### config.mk
export PLATFORM = sky130hd
export DESIGN_NAME = load_align_unit
export DESIGN_NICKNAME = d
export VERILOG_FILES = /design/src/rtl/load_align_pkg.sv /design/src/rtl/load_extract.sv /design/src/rtl/load_align_unit.sv
export SDC_FILE = /design/constraint.sdc
export NUM_CORES = 1
export LEC_CHECK = 0
export ABC_CLOCK_PERIOD_IN_PS = 6200
export CAP_MARGIN = 20
export CELL_PAD_IN_SITES_DETAIL_PLACEMENT = 1
export CELL_PAD_IN_SITES_GLOBAL_PLACEMENT = 1
export CORE_MARGIN = 5
export CORE_UTILIZATION = 25
export CTS_BUF_LIST = sky130_fd_sc_hd__clkbuf_8
export DETAILED_ROUTE_END_ITERATION = 10
export MAX_ROUTING_LAYER = met4
export PLACE_DENSITY = 0.6
export SLEW_MARGIN = 20
export SYNTH_ARGS = -nofsm -noshare
export SYNTH_HDL_FRONTEND = slang
export SYNTH_SLANG_ARGS = --single-unit
### constraint.sdc
create_clock -name clk -period 6.2 [get_ports clk]
set_clock_uncertainty 0.05 [all_clocks]
set_input_delay 1.24 -clock clk [delete_from_list [all_inputs] [get_ports clk]]
set_output_delay 1.24 -clock clk [all_outputs]
set_load 0.03 [all_outputs]
### src/rtl/load_align_pkg.sv
// Shared load-alignment definitions: funct3 codes, FSM state encoding, size and legality decode.
// No logic of its own.
// Used by load_align_unit and load_extract.
package load_align_pkg;

  localparam logic [2:0] F3_LB  = 3'b000;
  localparam logic [2:0] F3_LH  = 3'b001;
  localparam logic [2:0] F3_LW  = 3'b010;
  localparam logic [2:0] F3_LD  = 3'b011;
  localparam logic [2:0] F3_LBU = 3'b100;
  localparam logic [2:0] F3_LHU = 3'b101;
  localparam logic [2:0] F3_LWU = 3'b110;

  typedef enum logic [2:0] {
    ST_IDLE,
    ST_ISSUE0,
    ST_WAIT0,
    ST_ISSUE1,
    ST_WAIT1,
    ST_RESP
  } state_t;

  function automatic logic [3:0] size_bytes(input logic [1:0] sz);
    return 4'd1 << sz;
  endfunction

  // Doubleword loads exist only on a 64-bit datapath.
  function automatic logic funct3_legal(input logic [2:0] f3, input logic is64);
    case (f3)
      F3_LB, F3_LH, F3_LW, F3_LBU, F3_LHU: return 1'b1;
      F3_LD, F3_LWU:                       return is64;
      default:                             return 1'b0;
    endcase
  endfunction

endpackage

### src/rtl/load_extract.sv
// Purpose: select the addressed byte/half/word/dword from {beat1,beat0} and sign/zero extend it.
// Latency: combinational.
// Backpressure: none, pure function of its inputs.
module load_extract
  import load_align_pkg::*;
#(
  parameter int XLEN = 32,
  parameter int OFFW = $clog2(XLEN / 8)
) (
  input  logic [XLEN-1:0] beat0,
  input  logic [XLEN-1:0] beat1,
  input  logic [OFFW-1:0] offset,
  input  logic [2:0]      funct3,
  output logic [XLEN-1:0] result
);

  logic [XLEN-1:0] shifted;
  logic [XLEN-1:0] keep_mask;
  logic            msb;
  logic            ext;

  always_comb begin
    shifted   = XLEN'({beat1, beat0} >> {offset, 3'b000});
    keep_mask = '1;
    msb       = shifted[XLEN-1];
    case (funct3[1:0])
      2'd0: begin keep_mask = XLEN'(8'hFF);          msb = shifted[7];  end
      2'd1: begin keep_mask = XLEN'(16'hFFFF);       msb = shifted[15]; end
      2'd2: begin keep_mask = XLEN'(32'hFFFF_FFFF);  msb = shifted[31]; end
      default: ;
    endcase
    ext    = !funct3[2] && msb;
    result = (shifted & keep_mask) | (ext ? ~keep_mask : '0);
  end

endmodule

### src/rtl/load_align_unit.sv
// Purpose: one-outstanding load unit issuing aligned beats and returning an extended result; MISALIGNED_SPLIT_EN enables two-beat misaligned loads.
// Latency: accept->resp_valid 3 cycles per aligned single beat on zero-wait memory, 1 cycle on faults.
// Backpressure: mem_req_valid/addr held until mem_req_ready; resp held until resp_ready; req_ready only in IDLE.
module load_align_unit
  import load_align_pkg::*;
#(
  parameter int XLEN = 32
) (
  input  logic            clk,
  input  logic            rst,
  input  logic            req_valid,
  output logic            req_ready,
  input  logic [XLEN-1:0] req_addr,
  input  logic [2:0]      req_funct3,
  output logic            mem_req_valid,
  input  logic            mem_req_ready,
  output logic [XLEN-1:0] mem_req_addr,
  input  logic            mem_resp_valid,
  input  logic [XLEN-1:0] mem_resp_data,
  output logic            resp_valid,
  input  logic            resp_ready,
  output logic [XLEN-1:0] resp_data,
  output logic            resp_fault
);

  localparam int BYTES = XLEN / 8;
  localparam int OFFW  = $clog2(BYTES);

  state_t          state_q, state_d;
  logic [XLEN-1:0] addr_q;
  logic [2:0]      f3_q;
  logic            fault_q;
  logic [XLEN-1:0] beat0_q;
  logic [XLEN-1:0] beat1_q;
  logic [XLEN-1:0] beat_addr;
  logic [XLEN-1:0] ext_result;
  logic            req_fault;

`ifdef MISALIGNED_SPLIT_EN
  logic cross;
  assign req_fault = !funct3_legal(req_funct3, XLEN == 64);
  assign cross     = (5'(addr_q[OFFW-1:0]) + 5'(size_bytes(f3_q[1:0]))) > 5'(BYTES);
`else
  logic [3:0] req_size;
  logic       req_misal;
  assign req_size  = size_bytes(req_funct3[1:0]);
  assign req_misal = (req_addr[OFFW-1:0] & OFFW'(req_size - 4'd1)) != '0;
  assign req_fault = !funct3_legal(req_funct3, XLEN == 64) || req_misal;
  assign beat1_q   = '0;
`endif

  assign beat_addr = {addr_q[XLEN-1:OFFW], {OFFW{1'b0}}};

  always_ff @(posedge clk or posedge rst) begin
    if (rst) begin
      state_q <= ST_IDLE;
      addr_q  <= '0;
      f3_q    <= '0;
      fault_q <= 1'b0;
      beat0_q <= '0;
`ifdef MISALIGNED_SPLIT_EN
      beat1_q <= '0;
`endif
    end else begin
      state_q <= state_d;
      case (state_q)
        ST_IDLE: if (req_valid) begin
          addr_q  <= req_addr;
          f3_q    <= req_funct3;
          fault_q <= req_fault;
          beat0_q <= '0;
`ifdef MISALIGNED_SPLIT_EN
          beat1_q <= '0;
`endif
        end
        ST_WAIT0: if (mem_resp_valid) beat0_q <= mem_resp_data;
`ifdef MISALIGNED_SPLIT_EN
        ST_WAIT1: if (mem_resp_valid) beat1_q <= mem_resp_data;
`endif
        default: ;
      endcase
    end
  end

  always_comb begin
    state_d       = state_q;
    req_ready     = 1'b0;
    mem_req_valid = 1'b0;
    mem_req_addr  = '0;
    resp_valid    = 1'b0;
    case (state_q)
      ST_IDLE: begin
        req_ready = 1'b1;
        if (req_valid) state_d = req_fault ? ST_RESP : ST_ISSUE0;
      end
      ST_ISSUE0: begin
        mem_req_valid = 1'b1;
        mem_req_addr  = beat_addr;
        if (mem_req_ready) state_d = ST_WAIT0;
      end
      ST_WAIT0: begin
`ifdef MISALIGNED_SPLIT_EN
        if (mem_resp_valid) state_d = cross ? ST_ISSUE1 : ST_RESP;
`else
        if (mem_resp_valid) state_d = ST_RESP;
`endif
      end
`ifdef MISALIGNED_SPLIT_EN
      ST_ISSUE1: begin
        mem_req_valid = 1'b1;
        mem_req_addr  = beat_addr + XLEN'(BYTES);
        if (mem_req_ready) state_d = ST_WAIT1;
      end
      ST_WAIT1: begin
        if (mem_resp_valid) state_d = ST_RESP;
      end
`endif
      ST_RESP: begin
        resp_valid = 1'b1;
        if (resp_ready) state_d = ST_IDLE;
      end
      default: state_d = ST_IDLE;
    endcase
  end

  load_extract #(.XLEN(XLEN)) u_extract (
    .beat0  (beat0_q),
    .beat1  (beat1_q),
    .offset (addr_q[OFFW-1:0]),
    .funct3 (f3_q),
    .result (ext_result)
  );

  // Outputs derive from held registers, so they stay stable for the whole RESP state.
  assign resp_data  = (state_q == ST_RESP && !fault_q) ? ext_result : '0;
  assign resp_fault = (state_q == ST_RESP) && fault_q;

endmodule

# [Word-level counts from Yosys, hierarchy flattened]
# Cells that the tools add are included.
[totals] output_inout_bits=68 in_bits=73 word_cells=58 regBits=71
[op_classes] bitwise=4 shifts=2 addsub=1 eq_ne=12 n_mux=18 n_reduce_logical=16
[ops] cell="2-to-1 mux 32 bit" n=5
[ops] cell="case mux 32 bit (2 select lines)" n=2
[ops] cell="AND 32 bit" n=1
[ops] cell="inverter 32 bit" n=1
[ops] cell="bitwise OR 32 bit" n=1
[ops] cell=">> shifter 32 x 5 -> 32 bit" n=1
[ops] cell="2-to-1 mux 3 bit" n=5
[ops] cell="case mux 3 bit (4 select lines)" n=1
[ops] cell="equality test 3 bit, second input constant" n=3
[ops] cell="inequality test 2 bit, second input constant" n=4
[ops] cell="equality test 3 x 1 -> 1 bit, second input constant" n=2
[ops] cell="equality test 3 x 2 -> 1 bit, second input constant" n=2
[ops] cell="logical NOT 3 bit" n=2
[ops] cell="OR reduction 5 bit" n=1
[ops] cell="2-to-1 mux 1 bit" n=4
[ops] cell="AND reduction 4 bit" n=1
[ops] cell="nonzero test 2 bit" n=2
[ops] cell="logical AND 1 bit" n=3
[ops] cell="logical NOT 1 bit" n=3
[ops] cell="AND reduction 3 bit" n=1
[ops] cell="AND 2 bit" n=1
[ops] cell="equality test 2 x 1 -> 1 bit, second input constant" n=1
[ops] cell="logical NOT 2 bit" n=1
[ops] cell="case mux 1 bit (2 select lines)" n=1
[ops] cell="4 further kinds" n=4

# [Depth between registers and ports, before layout]
# Gate-level depths: netlist of the first run.
[depth] depth_word=8 mapped_depth=6 ltp_nobuf=3

# [Cells and area by module]
# Synthesis of the first run repeated with hierarchy kept, for this count alone.
[unflattened] hier_cells=416 area_unflattened_um2=4445.5
[modules_own_cells] mod="load_align_unit" area_each_um2=3342.0 n_inst=1 cells_per_inst=315
[modules_own_cells] mod="load_extract" area_each_um2=1103.6 n_inst=1 cells_per_inst=101

# [Worst setup path before layout of the first run]
# OpenSTA, ideal clock, no wires.
[synth_timing] path_type="reg2out" startpoint="register state_q[1]" endpoint="output resp_data[29]" t_required_ns=4.910 slack_ns=3.006 stages_incl_launch_ff=5 arrival_time_ns=1.904 cell_sequence="dfrtp_1 -> and4bb_2 -> nand3b_1 -> clkbuf_1 -> o32ai_1"
[synth_between] elab_chain_cells=3
[synth_rtl] item="start, declared" line_no="load_align_unit.sv:29" text="state_t state_q, state_d;"
[synth_rtl] item="start signal, assigned" line_no="load_align_unit.sv:65" text="state_q <= state_d;"
[synth_rtl] item="equality test 3 bit" line_no="load_align_unit.sv:135" text="assign resp_data = (state_q == ST_RESP && !fault_q) ? ext_result : '0;"
[synth_rtl] item="logical AND 1 bit" line_no="load_align_unit.sv:135"
[synth_rtl] item="2-to-1 mux 32 bit" line_no="load_align_unit.sv:135"
[synth_rtl] item="end, declared" line_no="load_align_unit.sv:22" text="output logic [XLEN-1:0] resp_data,"
# Every way passes these cells.

# [Worst setup path in the final report of the first run]
[layout_timing] startpoint="register addr_q[0]" endpoint="output resp_data[10]"
[layout_between] elab_chain_cells=6
[layout_rtl] item="start, declared" line_no="load_align_unit.sv:30" text="logic [XLEN-1:0] addr_q;"
[layout_rtl] item="start signal, assigned" line_no="load_align_unit.sv:68" text="addr_q <= req_addr;"
[layout_rtl] item=">> shifter 32 x 5 -> 32 bit (*)" line_no="load_extract.sv:23" text="shifted = XLEN'({beat1, beat0} >> {offset, 3'b000});"
[layout_rtl] item="case mux 1 bit (2 select lines)" line_no="load_extract.sv:26" text="case (funct3[1:0])"
[layout_rtl] item="logical AND 1 bit" line_no="load_extract.sv:32" text="ext = !funct3[2] && msb;"
[layout_rtl] item="2-to-1 mux 32 bit" line_no="load_extract.sv:33" text="result = (shifted & keep_mask) | (ext ? ~keep_mask : '0);"
[layout_rtl] item="bitwise OR 32 bit (*)" line_no="load_extract.sv:33"
[layout_rtl] item="2-to-1 mux 32 bit (*)" line_no="load_align_unit.sv:135"
# Every way passes the cells marked *; elsewhere a longest branch is shown, timed or not.

==> reports/qor.yml, run 1 <==
status: "complete, no violations"
clk_pin_slew_ns: 0.07
drcViolationCount: 0
synth-seq-cells: 71
synth-main-ff-cell: "dfrtp_1"
wire_per_inst_um: 17.21
gp_congestion: 0.7711
post_cts_buffers: 0
hold_depth: 1
hpwl_um: 9000
async_flop_share: 1.000
dieHeight_um: 135.4
wl_met1_um: 6006
std_cell_rows: 45
final_util: 0.3690
drv_cap: 0
min_to: "addr_q[17]"
holdCritPathClass: "register to register"
vias_per_cell: 4.507
vdd_drop_max_mv: 0.2092
detailedRoute.firstIterationViolations: 175
cp-end-kind: "output port"
cp-start-kind: "register"
antenna_found_initial: 0
ctsResizeCount: 0
design_area_mm2: 0.005650
ff2ff_setup_slack_ns: 4.00
hp-start: "addr_q[17]"
pin_count: 141
r2r_end: "addr_q[29]"
path_cells: "mux4_2 > a21oi_1 > nor3_1 > clkdlybuf4s50_1"
finalCritPeriodShare: 0.7497
die_w_um: 135.4
diodes: 0
power.density_mw_per_mm2: 481.6
synth_top_area_cell: "dfrtp_1"
max_freq_mhz: 215.2
root_buffer: "clkbuf_8"
yosys-top-cells-area: "dfrtp_1 45%, mux2_4 13%, nand2_1 7.2%, and2_1 4.9%, mux2i_1 4.3%"
r2r-start: "state_q[2]"
worstSkewPairLatency_ns: 0.36
final-setup-viol-count: 0
required_ns: 4.91
cts_tree: "built"
place_area_mm2: 0.005444
final_max_slew_viol_count: 0
rsz0062_at_grt: "no"
fin_crit_ns: 4.648
leakagePower_nw: 2.308
ys_top_cells_by_count: "75 x nand2_1, 71 x dfrtp_1, 34 x mux2_4"
criticalPathCategory: "register to output port"
grt_pass1_wl_um: 19260
synth_most_common_cell: "nand2_1"
worstMarginPinSlew_ns: 1.072
grt_use_total: 0.1391
fin_nets: 580
synth_cells: 386
vias: 3254
ant_nets: 0
synth.distinct_cells: 36
dr.pass1.iters: 4
h-tree-depth: 3
cts_buffers: 9
dieArea_mm2: 0.01832
start_util: 0.2565
syn_area_per_cell_um2: 10.18
synth_seq_area_share: 0.4522
wl_met3_um: 813
synth_top_area_frac: 0.4522
crit_fanout: 27
synth_edf_count: 0
max_slew_margin: 0.2854
synthesis.area_mm2: 0.003929
num-fill-cells: 1744
core_mm2: 0.01531
io_buffers: 138
ys_warn_count: 0
clock_path_buffers: 2
layout-drive-gt1-share: 0.1370
hold_viol: 0
grt-ovfl-total: 0
slowest_delay_ns: 0.92
multi_input_area_mm2: 0.001947
slowest_stage: "dfrtp_1"
highest_layer: "met4"
clkSinkCount: 71
cp.arrival_ns: 3.36
synthToLayoutAreaGrowth_pct: 43.82
grt_start_max_net_pins: 72
totalWireLength_um: 12430
first_global_vias: 3490
tns_ns: 0
dr_wl_met2_um: 5415
reg2regPathDepth: 2
hold_buffers: 0
regArea_mm2: 0.001778
-- worst max-delay path: cells and delay by family (launching register included) --
family / cells / cell delay [ns]
simple gates: 1 / 0.16
mux: 1 / 0.65
compound gates: 1 / 0.63
flops: 1 / 0.92
buf+inv: 1 / 0.64
-- worst max-delay path by stage --
stage / start / to / slack (ns) / depth (start not counted)
3_5_place_dp: addr_q[1] / resp_data[22] / 1.85 / 4
5_1_grt: addr_q[0] / resp_data[10] / 1.32 / 4
4_1_cts: addr_q[1] / resp_data[22] / 1.46 / 4
3_3_place_gp: addr_q[0] / resp_data[9] / 1.98 / 4
2_1_floorplan: state_q[1] / resp_data[29] / 3.01 / 4
6_report: addr_q[0] / resp_data[10] / 1.55 / 4
-- logic make-up after synthesis --
family,synth area share
AO/OA/AOI/OAI,0.1350
buffers and inverters,0.05796
other,0.0009545
multiplexers,0.1847
flip-flops,0.4522
AND/OR/NAND/NOR,0.1691
-- placed cells by master (no fill, tap or decap), types with 2 or more instances in the layout --
| cell | instances |
|---|---|
| o221a_2 | 7 |
| conb_1 | 2 |
| o32ai_1 | 8 |
| dfrtp_1 | 70 |
| nor2b_1 | 10 |
| buf_4 | 4 |
| inv_1 | 12 |
| mux2_4 | 34 |
| a211oi_1 | 15 |
| nor3_1 | 8 |
| a21oi_1 | 2 |
| o21ai_0 | 33 |
| mux2i_1 | 17 |
| and2_1 | 31 |
| nor2_1 | 2 |
| nand3b_1 | 2 |
| clkdlybuf4s50_1 | 138 |
| mux2_2 | 2 |
| nand2_1 | 75 |
| o22ai_1 | 9 |
| clkbuf_8 | 11 |
-- through the flow --
step | hold slack (ns) | power (mW) | setup WS [ns] | std cells
2_1_floorplan | 0.4187 | 1.890 | 3.006 | 387
4_1_cts | 0.4600 | 2.763 | 1.465 | 721
3_3_place_gp | 0.4358 | 2.335 | 1.978 | 706
5_1_grt | 0.4694 | 2.909 | 1.316 | 722
3_5_place_dp | 0.4374 | 2.363 | 1.845 | 706
6_report | 0.4544 | 2.721 | 1.552 | 722
-- final cells by class --
| class | count | area share |
|---|---|---|
| multi-input combinational | 270 | 0.3446 |
| clock buffer | 11 | 0.02679 |
| clock inverter | 4 | 0.008193 |
| tap | 211 | 0.04672 |
| sequential | 71 | 0.3147 |
| timing repair buffer | 143 | 0.2511 |
| inverter | 12 | 0.007972 |
-- sequential cells by signal, indices dropped and copies added, names as in the netlist --
register  count
state_q       3
beat0_q      32
f3_q          3
fault_q       1
addr_q       32
-- report_power, final --
part	internal, mW	leakage, nW	switching, mW
Clock	0.203	0.103	0.177
Sequential	0.692	0.898	0.248
Combinational	0.691	1.31	0.709
-- metal layers --
metal | vias to the layer above | track usage
met3 | 13 | 0.04012
met5 | - | -
met4 | 0 | 0.05375
met2 | 98 | 0.1988
met1 | 1575 | 0.1858
li1 | 1568 | -
(Power assumes the default switching activity.)
==> run 2, diff against run 1 <==
ABC_CLOCK_PERIOD_IN_PS = 3860   (was 6200)
PLACE_DENSITY = 0.62   (was 0.6)
clock period = 3.86 ns   (was 6.2 ns; I/O delays follow)
==> run 2 against run 1 <==
Sequential share of layout area down 0.38 points. Wire length about the same. Register-to-register slack worse by 2.3 ns. Critical path depth up 1. Global-route usage about the same. Utilization up 0.42 points. Non-clock buffer count up 8. Sequential power up 51%. First-iteration DRC count down 48%. Worst hold slack better by 0.0032 ns. Power up 62%.
==> reports/qor.yml, run 2 (synthesis gave the netlist of run 1 again) <==
io_buffers: 138
status: "complete, no violations"
layout-drive-gt1-share: 0.1538
max_freq_mhz: 279.9
leakagePower_nw: 2.337
synthToLayoutAreaGrowth_pct: 45.48
final-setup-viol-count: 0
dieArea_mm2: 0.01832
dieHeight_um: 135.4
switching_share: 0.4207
vias: 3330
start_util: 0.2565
grt_start_max_net_pins: 72
std_cell_rows: 45
detailedRoute.firstIterationViolations: 91
final_cell_mix: "137 x clkdlybuf4s50_1, 75 x nand2_1, 71 x dfrtp_1, 34 x mux2_4, 33 x o21ai_0"
design_area_mm2: 0.005715
rsz0062_at_grt: "no"
pre_cts_ws_ns: 0.5770
h-tree-depth: 3
die_w_um: 135.4
cts_tree: "built"
hold_depth: 1
drcViolationCount: 0
antenna_found_initial: 1
cp.arrival_ns: 2.75
finalCritPeriodShare: 0.9256
clockPowerShare: 0.141
clock_path_buffers: 2
wire_per_inst_um: 16.99
hpwl_um: 8936
r2r_end: "addr_q[28]"
fin_crit_ns: 3.573
power.switching_mw: 1.850
ant_nets: 0
grt_use_total: 0.1391
max_slew_margin: 0.2862
dr.pass1.iters: 4
worstSkewPairLatency_ns: 0.36
cp-start-kind: "register"
min_to: "addr_q[31]"
intPower_mw: 2.547
slowest_delay_ns: 0.63
p_comb_frac: 0.536
final_max_slew_viol_count: 0
gp_congestion: 0.8054
first_global_vias: 3535
pin_count: 141
hold_viol: 0
grt_pass1_wl_um: 19360
criticalPathCategory: "register to output port"
reg_top3: "addr_q (32), beat0_q (32)"
hold_buffers: 0
tns_ns: 0
ctsResizeCount: 0
final_common_cell: "clkdlybuf4s50_1"
clkSinkCount: 71
root_buffer: "clkbuf_8"
place_area_mm2: 0.005488
worstMarginPinSlew_ns: 1.071
hp-start: "addr_q[31]"
ff2ff_setup_slack_ns: 1.67
core_mm2: 0.01531
cp-end-kind: "output port"
fin_ws_ns: 0.2871
vdd_drop_max_mv: 0.2935
holdCritPathClass: "register to register"
crit_fanout: 16
path_cells: "buf_4 > mux4_2 > o22ai_2 > o32ai_1 > clkdlybuf4s50_1"
power.density_mw_per_mm2: 769.4
vias_per_cell: 4.549
hold_slack_ns: 0.4576
clk_pin_slew_ns: 0.08
r2r-start: "state_q[2]"
totalWireLength_um: 12430
drv_cap: 0
cts_buffers: 9
fin_nets: 588
post_cts_buffers: 0
sequentialPowerShare: 0.322
slowest_stage: "clkdlybuf4s50_1"
grt-ovfl-total: 0
reg2regPathDepth: 2
required_ns: 3.04
==> run 2: per-layer routing <==
layer / vias to the layer above / GRT usage / part of all wire
met3: 13 / 0.05052 / 0.071
met1: 1614 / 0.1790 / 0.46
met4: 0 / 0.03359 / 0.014
met2: 104 / 0.2091 / 0.45
li1: 1599 / - / -
met5: - / - / 0
==> run 2: power groups by stage <==
| stage | sequential (mW) | combinational (mW) | clock [mW] |
|---|---|---|---|
| 4_1_cts | 1.42 | 2.39 | 0.656 |
| 3_3_place_gp | 1.41 | 2.34 | 0 |
| 5_1_grt | 1.48 | 2.55 | 0.695 |
| 3_5_place_dp | 1.43 | 2.38 | 0 |
| 2_1_floorplan | 1.30 | 1.74 | 0 |
| 6_report | 1.42 | 2.36 | 0.621 |
==> run 2: area by class of cell <==
cell class	count	area [µm²]
fill	1754	9599
multi-input combinational	270	1947
sequential	71	1777
timing repair buffer	151	1476
tap	211	264.0
clock buffer	9	123.9
clock inverter	7	78.83
inverter	12	46.29
antenna	1	2.502
==> run 2: through the flow <==
step | instances | util | total power, mW
2_1_floorplan | 387 | - | 3.035
3_3_place_gp | 712 | 0.3583 | 3.753
3_5_place_dp | 712 | 0.3583 | 3.814
4_1_cts | 728 | 0.3716 | 4.472
5_1_grt | 732 | 0.3732 | 4.721
6_report | 732 | 0.3732 | 4.397
==> run 2: critical path, delay by kind of cell (launching register included) <==
kind	cells	cell delay, ns
compound gates	2	0.76
buf+inv	2	0.85
flops	1	0.42
mux	1	0.35
==> run 2: worst max path at each step <==
stage	startpoint	endpoint	slack, ns	depth (start not counted)
after global routing	addr_q[1]	resp_data[27]	0.09	5
after detailed placement	state_q[2]	resp_data[25]	0.58	4
final	addr_q[1]	resp_data[25]	0.29	5
after floorplan	state_q[1]	resp_data[29]	1.13	4
after global placement	state_q[2]	resp_data[29]	0.72	4
after CTS	state_q[2]	resp_data[25]	0.15	4
==> run 3, diff against run 2 <==
GPL_ROUTABILITY_DRIVEN = 0   (was unset)
==> results of run 3 <==
Same layout as run 2: the final DEF is identical, and so are final timing and power.
